### src/rtl/nes_dma_pkg.sv
// NES-style OAM DMA shared definitions.
// State encoding and default bus addresses.
package nes_dma_pkg;

  typedef enum logic [2:0] {
    IDLE,
    HALT,
    ALIGN,
    READ,
    WRITE
  } dma_state_t;

  localparam logic [15:0] DMA_REG_ADDR_DEF  = 16'h4014;
  localparam logic [15:0] OAM_DATA_ADDR_DEF = 16'h2004;

endpackage

### src/rtl/oam_dma_controller_if.sv
// CPU-side and DMA-side bus signals of the OAM DMA block.
// master = controller, slave = surrounding system.
interface oam_dma_controller_if;

  logic [15:0] cpu_addr;
  logic [7:0]  cpu_dout;
  logic        cpu_we;
  logic [7:0]  bus_din;
  logic        cpu_rdy;
  logic        dma_active;
  logic [15:0] dma_addr;
  logic [7:0]  dma_dout;
  logic        dma_we;

  modport master (
    input  cpu_addr,
    input  cpu_dout,
    input  cpu_we,
    input  bus_din,
    output cpu_rdy,
    output dma_active,
    output dma_addr,
    output dma_dout,
    output dma_we
  );

  modport slave (
    output cpu_addr,
    output cpu_dout,
    output cpu_we,
    output bus_din,
    input  cpu_rdy,
    input  dma_active,
    input  dma_addr,
    input  dma_dout,
    input  dma_we
  );

endinterface

### src/rtl/oam_dma_controller.sv
// OAM DMA: halts the CPU and copies one 256-byte page
// into the OAM data port, reads always on even cycles.
module oam_dma_controller
  import nes_dma_pkg::*;
#(
  parameter logic [15:0] DMA_REG_ADDR  = DMA_REG_ADDR_DEF,
  parameter logic [15:0] OAM_DATA_ADDR = OAM_DATA_ADDR_DEF
) (
  input logic            clk,
  input logic            rst,
  oam_dma_controller_if.master bus
);

  dma_state_t state;
  logic [7:0] page;
  logic [7:0] idx;
  logic [7:0] data;
  logic       parity;

  logic       trig;

  assign trig = bus.cpu_we && (bus.cpu_addr == DMA_REG_ADDR);

  always_ff @(posedge clk or negedge rst) begin
    if (!rst) begin
      state  <= IDLE;
      page   <= 8'h00;
      idx    <= 8'h00;
      data   <= 8'h00;
      parity <= 1'b0;
    end else begin
      parity <= ~parity;
      unique case (state)
        IDLE: begin
          if (trig) begin
            page  <= bus.cpu_dout;
            idx   <= 8'h00;
            state <= HALT;
          end
        end
        // odd HALT cycle already lands READ on parity 0
        HALT:  state <= parity ? READ : ALIGN;
        ALIGN: state <= READ;
        READ: begin
          data  <= bus.bus_din;
          state <= WRITE;
        end
        WRITE: begin
          if (idx == 8'hFF) begin
            state <= IDLE;
          end else begin
            idx   <= idx + 8'h01;
            state <= READ;
          end
        end
        default: state <= IDLE;
      endcase
    end
  end

  logic [15:0] addr_d;
  logic [7:0]  dout_d;
  logic        we_d;

  always_comb begin
    addr_d = 16'h0000;
    dout_d = 8'h00;
    we_d   = 1'b0;
    unique case (state)
      READ: addr_d = {page, idx};
      WRITE: begin
        addr_d = OAM_DATA_ADDR;
        dout_d = data;
        we_d   = 1'b1;
      end
      default: ;
    endcase
  end

  assign bus.cpu_rdy    = (state == IDLE);
  assign bus.dma_active = (state != IDLE);
  assign bus.dma_addr   = addr_d;
  assign bus.dma_dout   = dout_d;
  assign bus.dma_we     = we_d;

endmodule

### src/flat_wrapper.sv
// flat-port wrapper written by rule: the top's interface ports become plain ports
module oam_dma_controller_flat import nes_dma_pkg::*;
#(
  parameter logic [15:0] DMA_REG_ADDR  = DMA_REG_ADDR_DEF,
  parameter logic [15:0] OAM_DATA_ADDR = OAM_DATA_ADDR_DEF
)
  (clk, rst, bus_cpu_addr, bus_cpu_dout, bus_cpu_we, bus_bus_din, bus_cpu_rdy, bus_dma_active, bus_dma_addr, bus_dma_dout, bus_dma_we);
  oam_dma_controller_if bus_i ();
  input logic clk;
  input logic rst;
  input wire logic [$bits(bus_i.cpu_addr)-1:0] bus_cpu_addr;
  input wire logic [$bits(bus_i.cpu_dout)-1:0] bus_cpu_dout;
  input wire logic [$bits(bus_i.cpu_we)-1:0] bus_cpu_we;
  input wire logic [$bits(bus_i.bus_din)-1:0] bus_bus_din;
  output wire logic [$bits(bus_i.cpu_rdy)-1:0] bus_cpu_rdy;
  output wire logic [$bits(bus_i.dma_active)-1:0] bus_dma_active;
  output wire logic [$bits(bus_i.dma_addr)-1:0] bus_dma_addr;
  output wire logic [$bits(bus_i.dma_dout)-1:0] bus_dma_dout;
  output wire logic [$bits(bus_i.dma_we)-1:0] bus_dma_we;
  assign bus_i.cpu_addr = bus_cpu_addr;
  assign bus_i.cpu_dout = bus_cpu_dout;
  assign bus_i.cpu_we = bus_cpu_we;
  assign bus_i.bus_din = bus_bus_din;
  assign bus_cpu_rdy = bus_i.cpu_rdy;
  assign bus_dma_active = bus_i.dma_active;
  assign bus_dma_addr = bus_i.dma_addr;
  assign bus_dma_dout = bus_i.dma_dout;
  assign bus_dma_we = bus_i.dma_we;
  oam_dma_controller #(.DMA_REG_ADDR(DMA_REG_ADDR), .OAM_DATA_ADDR(OAM_DATA_ADDR)) u_core (.clk(clk), .rst(rst), .bus(bus_i));
endmodule
### config.mk
export PLATFORM = sky130hd
export DESIGN_NAME = oam_dma_controller_flat
export DESIGN_NICKNAME = d
export VERILOG_FILES = /design/src/rtl/nes_dma_pkg.sv /design/src/rtl/oam_dma_controller_if.sv /design/src/rtl/oam_dma_controller.sv /design/src/flat_wrapper.sv
export SDC_FILE = /design/constraint.sdc
export NUM_CORES = 1
export LEC_CHECK = 0
export BUFFER_PORTS_ARGS = -buffer_cell sky130_fd_sc_hd__buf_2
export CAP_MARGIN = 30
export CORE_UTILIZATION = 47
export CTS_CLUSTER_DIAMETER = 40
export DETAILED_ROUTE_END_ITERATION = 12
export GPL_ROUTABILITY_DRIVEN = 0
export PLACE_DENSITY = 0.82
export SLEW_MARGIN = 20
export SYNTH_ARGS = -nofsm -noshare
export SYNTH_HDL_FRONTEND = slang
export SYNTH_SLANG_ARGS = --single-unit
export TNS_END_PERCENT = 20
### constraint.sdc
create_clock -name clk -period 2.4 [get_ports clk]
set_input_delay 0.48 -clock clk [delete_from_list [all_inputs] [get_ports clk]]
set_output_delay 0.48 -clock clk [all_outputs]
set_load 0.01 [all_outputs]
# Yosys cells after proc, flatten, opt, wreduce, memory -nomap -nowiden
# Cells that the tools add are included.
# totals
input_bits,35
output_inout_bits,27
reg_bits,28
# op_classes
muxes,10
addsub,1
eq_ne,8
bitwise_logic,1
n_reduce_logical,6
# op_table
cell,count
16-bit one-hot mux with 2 select lines,1
8-bit 2-to-1 mux,3
"16-bit by 15-bit equality test with 1-bit output, second input constant",1
8-bit one-hot mux with 2 select lines,1
3-bit one-hot mux with 5 select lines,1
"8-bit by 1-bit adder with 8-bit output, second input constant",1
"8-bit equality test, second input constant",1
"3-bit by 2-bit equality test with 1-bit output, second input constant",2
"3-bit by 1-bit equality test with 1-bit output, second input constant",1
"3-bit equality test, second input constant",1
3-bit zero test,1
3-bit 2-to-1 mux,1
3-bit AND reduction,1
3-bit nonzero test,1
1-bit 2-to-1 mux,2
2-bit 2-to-1 mux,1
"2-bit by 1-bit != test with 1-bit output, second input constant",1
"2-bit != test, second input constant",1
2-bit AND reduction,1
2-bit nonzero test,1
1-bit logical AND,1
1-bit NOT,1

# Logic depth before layout (Yosys ltp)
# logic_depth
word_depth,4
depth_mapped,6
depth_no_buf,6

# Worst setup path after synthesis
# No wires, ideal clock.
# synth_path
kind,input port to flip-flop
from,in bus_cpu_addr[5]
to,reg u_core.page[3]
arrival_time_ns,1.846
required_ns,2.275
setup_slack_ns,0.429
path_stages,4
path_buffers,1
path_cell_list,or4b_4 nor4_4 buf_6 mux2_4
# synth_via
elab_chain_len,3
# synth_rtl
element,line,rtl
start: declaration,flat_wrapper.sv:11,input wire logic [$bits(bus_i.cpu_addr)-1:0] bus_cpu_addr;
16-bit by 15-bit equality test with 1-bit output,oam_dma_controller.sv:22,assign trig = bus.cpu_we && (bus.cpu_addr == DMA_REG_ADDR);
1-bit logical AND,oam_dma_controller.sv:22,
2-bit AND reduction (no source line),-,
end signal: assignment,oam_dma_controller.sv:36,page <= bus.cpu_dout;
end: declaration,oam_dma_controller.sv:15,logic [7:0] page;
# No other way between the ends.
# A chain may end at the register's enable or synchronous reset.

# Worst setup path after layout
# layout_path
from,reg u_core.state[2]
to,out bus_dma_dout[0]
# layout_via
elab_chain_len,2
# layout_rtl
element,line,rtl
start: declaration,oam_dma_controller.sv:14,dma_state_t state;
start signal: assignment,oam_dma_controller.sv:42,HALT: state <= parity ? READ : ALIGN;
3-bit equality test,oam_dma_controller.sv:69,unique case (state)
8-bit 2-to-1 mux,oam_dma_controller.sv:69,
end: declaration,flat_wrapper.sv:18,output wire logic [$bits(bus_i.dma_dout)-1:0] bus_dma_dout;
# No other way between the ends.

==> results.md <==
* CTS H-tree depth at 1
* Count of cell types in the netlist at 33
* Initial Util at approximately 51%
* P per Cell Area at 870.6 nW/um2
* Row Count at 19
* Die area at roughly 3300 um2
* Setup-failing EPs final at 0
* Critical Path End Type: output pin
* Synthesized area at ~1500 um2
* ANT nets after route at 0
* Final slew viol count at 0
* CTS max path bufs at 2
* Mean area per synthesized cell at 10.68 um2
* DR WL/cell at 13.94 um
* Die X at 57.79 um
* Area of the core at 2853 um2
* Reg-to-Reg Start: u_core.state[1]
* Initial antenna violation count at 0
* Share of layout cells above drive strength 1 at 45.23%
* Via count at 1239
* Total grt overflow at 0
* Max Clk Rate at 0.4494 GHz
* Io pins at 62
* Global-route wire length before repair at around 5300 um
* Post-synth ARST share at 100.0%
* Tot GR Track Use at 20.69%
* Hold Crit Class: in2async
* Unrepaired setup endpoints after global routing: no
* Post-synthesis cell count at 137
* CTS root buf: clkbuf_4
* Vias in the first global route at around 1.2k
* Initial DRT Pass Iterations at 8
* # DRC at 2
* Critical path class: reg2out
* Launch point of the worst path: u_core.state[2]
* HPWL Detailed at 2347 um
* Final Power at 0.001616 W
* Share of the synthesized area in the top cell type at 47.90%
* Critical path fanouts, max at 17
* Lkg Pwr at approximately 1.0 nW
* Fin Setup TNS at 0 ns
* Clock skew at 0.003656 ns
* Synth top area cells: dfrtp_1 48%, and2_1 10%, mux2_2 8.5%, mux2_4 5.1%, nand2_1 2.3%
* Largest net degree at the start of global routing at 29
* Worst Tran Pin Value at 0.6100 ns
* Area grow syn2layout at 26.95%
* Relative slew slack at 59.34%
* First DRT Iteration DRCs at 50
* Synth cell count leaders: 28 x dfrtp_1, 24 x and2_1, 11 x mux2_2, 9 x nand2_1, 8 x inv_1
* Most used DFF post-synth: dfrtp_1
* Crit path required time at 1.92 ns
* CTS Sinks at 28
* Synth Net Count at 173
* Period utilisation layout at 92.73%
* DR vias/cell at 5.387
* Final Hold Vio Count at 0
* Number of synthesized register bits at 28
* Failing checks: design-rule violations
* Num CTS Buffers at 3
* TritonCTS clock tree: built
* Min cycle time layout at around 2.2 ns
* Die H at 57.79 um
* Setup crit start kind: register
* Number of flops mapped to enable cells by yosys at 0
* Clk Latency, worst-skew pair at 0.33 ns
* Inserted Diodes at 0
* Post-synthesis sequential area ratio at 47.90%
* Worst-path clk slew at 0.15 ns
* Status: finished, violations left
* Max Cap Viol at 0
* Port bufs at 61
* Top-count cell post-synth: dfrtp_1
* Leading area contributor after synthesis: dfrtp_1
* Critical Path AT at 1.75 ns
* Detailed Route WL at 3206 um
* Peak supply drop at 0.0006431 V
* Ys Warns at 0
* Nets at 236
-- critical path, cell delays in order (launching register included) --
cell	delay [ns]
dfrtp_1	0.41
inv_1	0.08
or3_1	0.43
clkinvlp_4	0.21
and2_1	0.16
buf_2	0.13
-- cells in the final DEF (no fill, tap or decap), drive strengths merged, types with 2 or more instances in the layout --
master and n:
mux2 16, xor2 2, clkbuf 3, inv 7, or3 2, o21ai 4
dfrtp 28, nand2 9, nand3 2, a21oi 3, nor2 5, o311ai 3
buf 64, nor3 5, nor4 2, and3 4, o22ai 2, and2 24
-- stage by stage --
step	setup WS [ns]	cell area [um2]	std cells	util (%)	hold slack, ns
finish	0.1746	1857	230	65.09	0.1296
global route	0.02556	1857	230	65.09	0.1693
CTS	0.04118	1852	230	64.91	0.1475
detailed placement	0.1870	1799	226	63.07	0.4194
global placement	0.3226	1799	226	63.07	0.4080
floorplan	0.4289	1463	137	-	0.1844
-- metal layers --
layer / share of wire (%) / up-vias / global-route usage [%] / wire (um)
met5: 0 / - / 0 / 0
met4: 0.50 / 0 / 4.762 / 16
met3: 6.9 / 2 / 5.804 / 222
met2: 52 / 50 / 38.54 / 1660
met1: 41 / 588 / 23.47 / 1307
li1: - / 599 / - / -
-- sequential cells by signal, indices dropped and copies added (netlist names) --
name,count
u_core.data,8
u_core.idx,8
u_core.state,3
u_core.parity,1
u_core.page,8
-- final timing paths --
check | to | slack, ns | cells past startpoint
min in group clk | u_core.data[1] | 0.37 | 2
max in group asynchronous | u_core.parity | 1.87 | 1
min reg2reg | u_core.parity | 0.43 | 1
max | bus_dma_dout[0] | 0.17 | 5
min | u_core.idx[7] | 0.13 | 1
max reg2reg | u_core.page[1] | 0.53 | 4
-- area by class of cell --
class	count	area [um2]
Multi-Input combinational cell	95	703.2
Timing Repair Buffer	64	327.8
Sequential cell	28	700.7
Clock buffer	3	22.52
Tap cell	31	38.79
Clock inverter	1	30.03
Fill cell	230	996.0
Inverter	8	33.78
-- repair_timing --
action | in CTS | in global routing
resized for setup | 0 | 2
endpoints found under the setup margin | 0 | 10
hold buffers | 0 | 0
buffers inserted | 0 | 0
-- cells by family (layout without fill, tap and decap cells) --
logic type,after synthesis,count (layout),share of synthesized area (%)
buffers and inverters,14,76,4.106
muxes,17,17,14.29
AOI/OAI and AO/OA,15,15,6.587
adders and majority gates,1,1,0.8553
DFF,28,28,47.90
and+or+nand+nor,59,59,24.47
xor gates and xnor gates,3,3,1.797
-- power by group --
part	leakage [nW]	switching (W)	internal [W]
Sequential	0.323	0.0000795	0.000580
Combinational	0.645	0.000332	0.000315
Clock	0.0279	0.000141	0.000169
No activity file was read; power rests on OpenSTA's default activity.
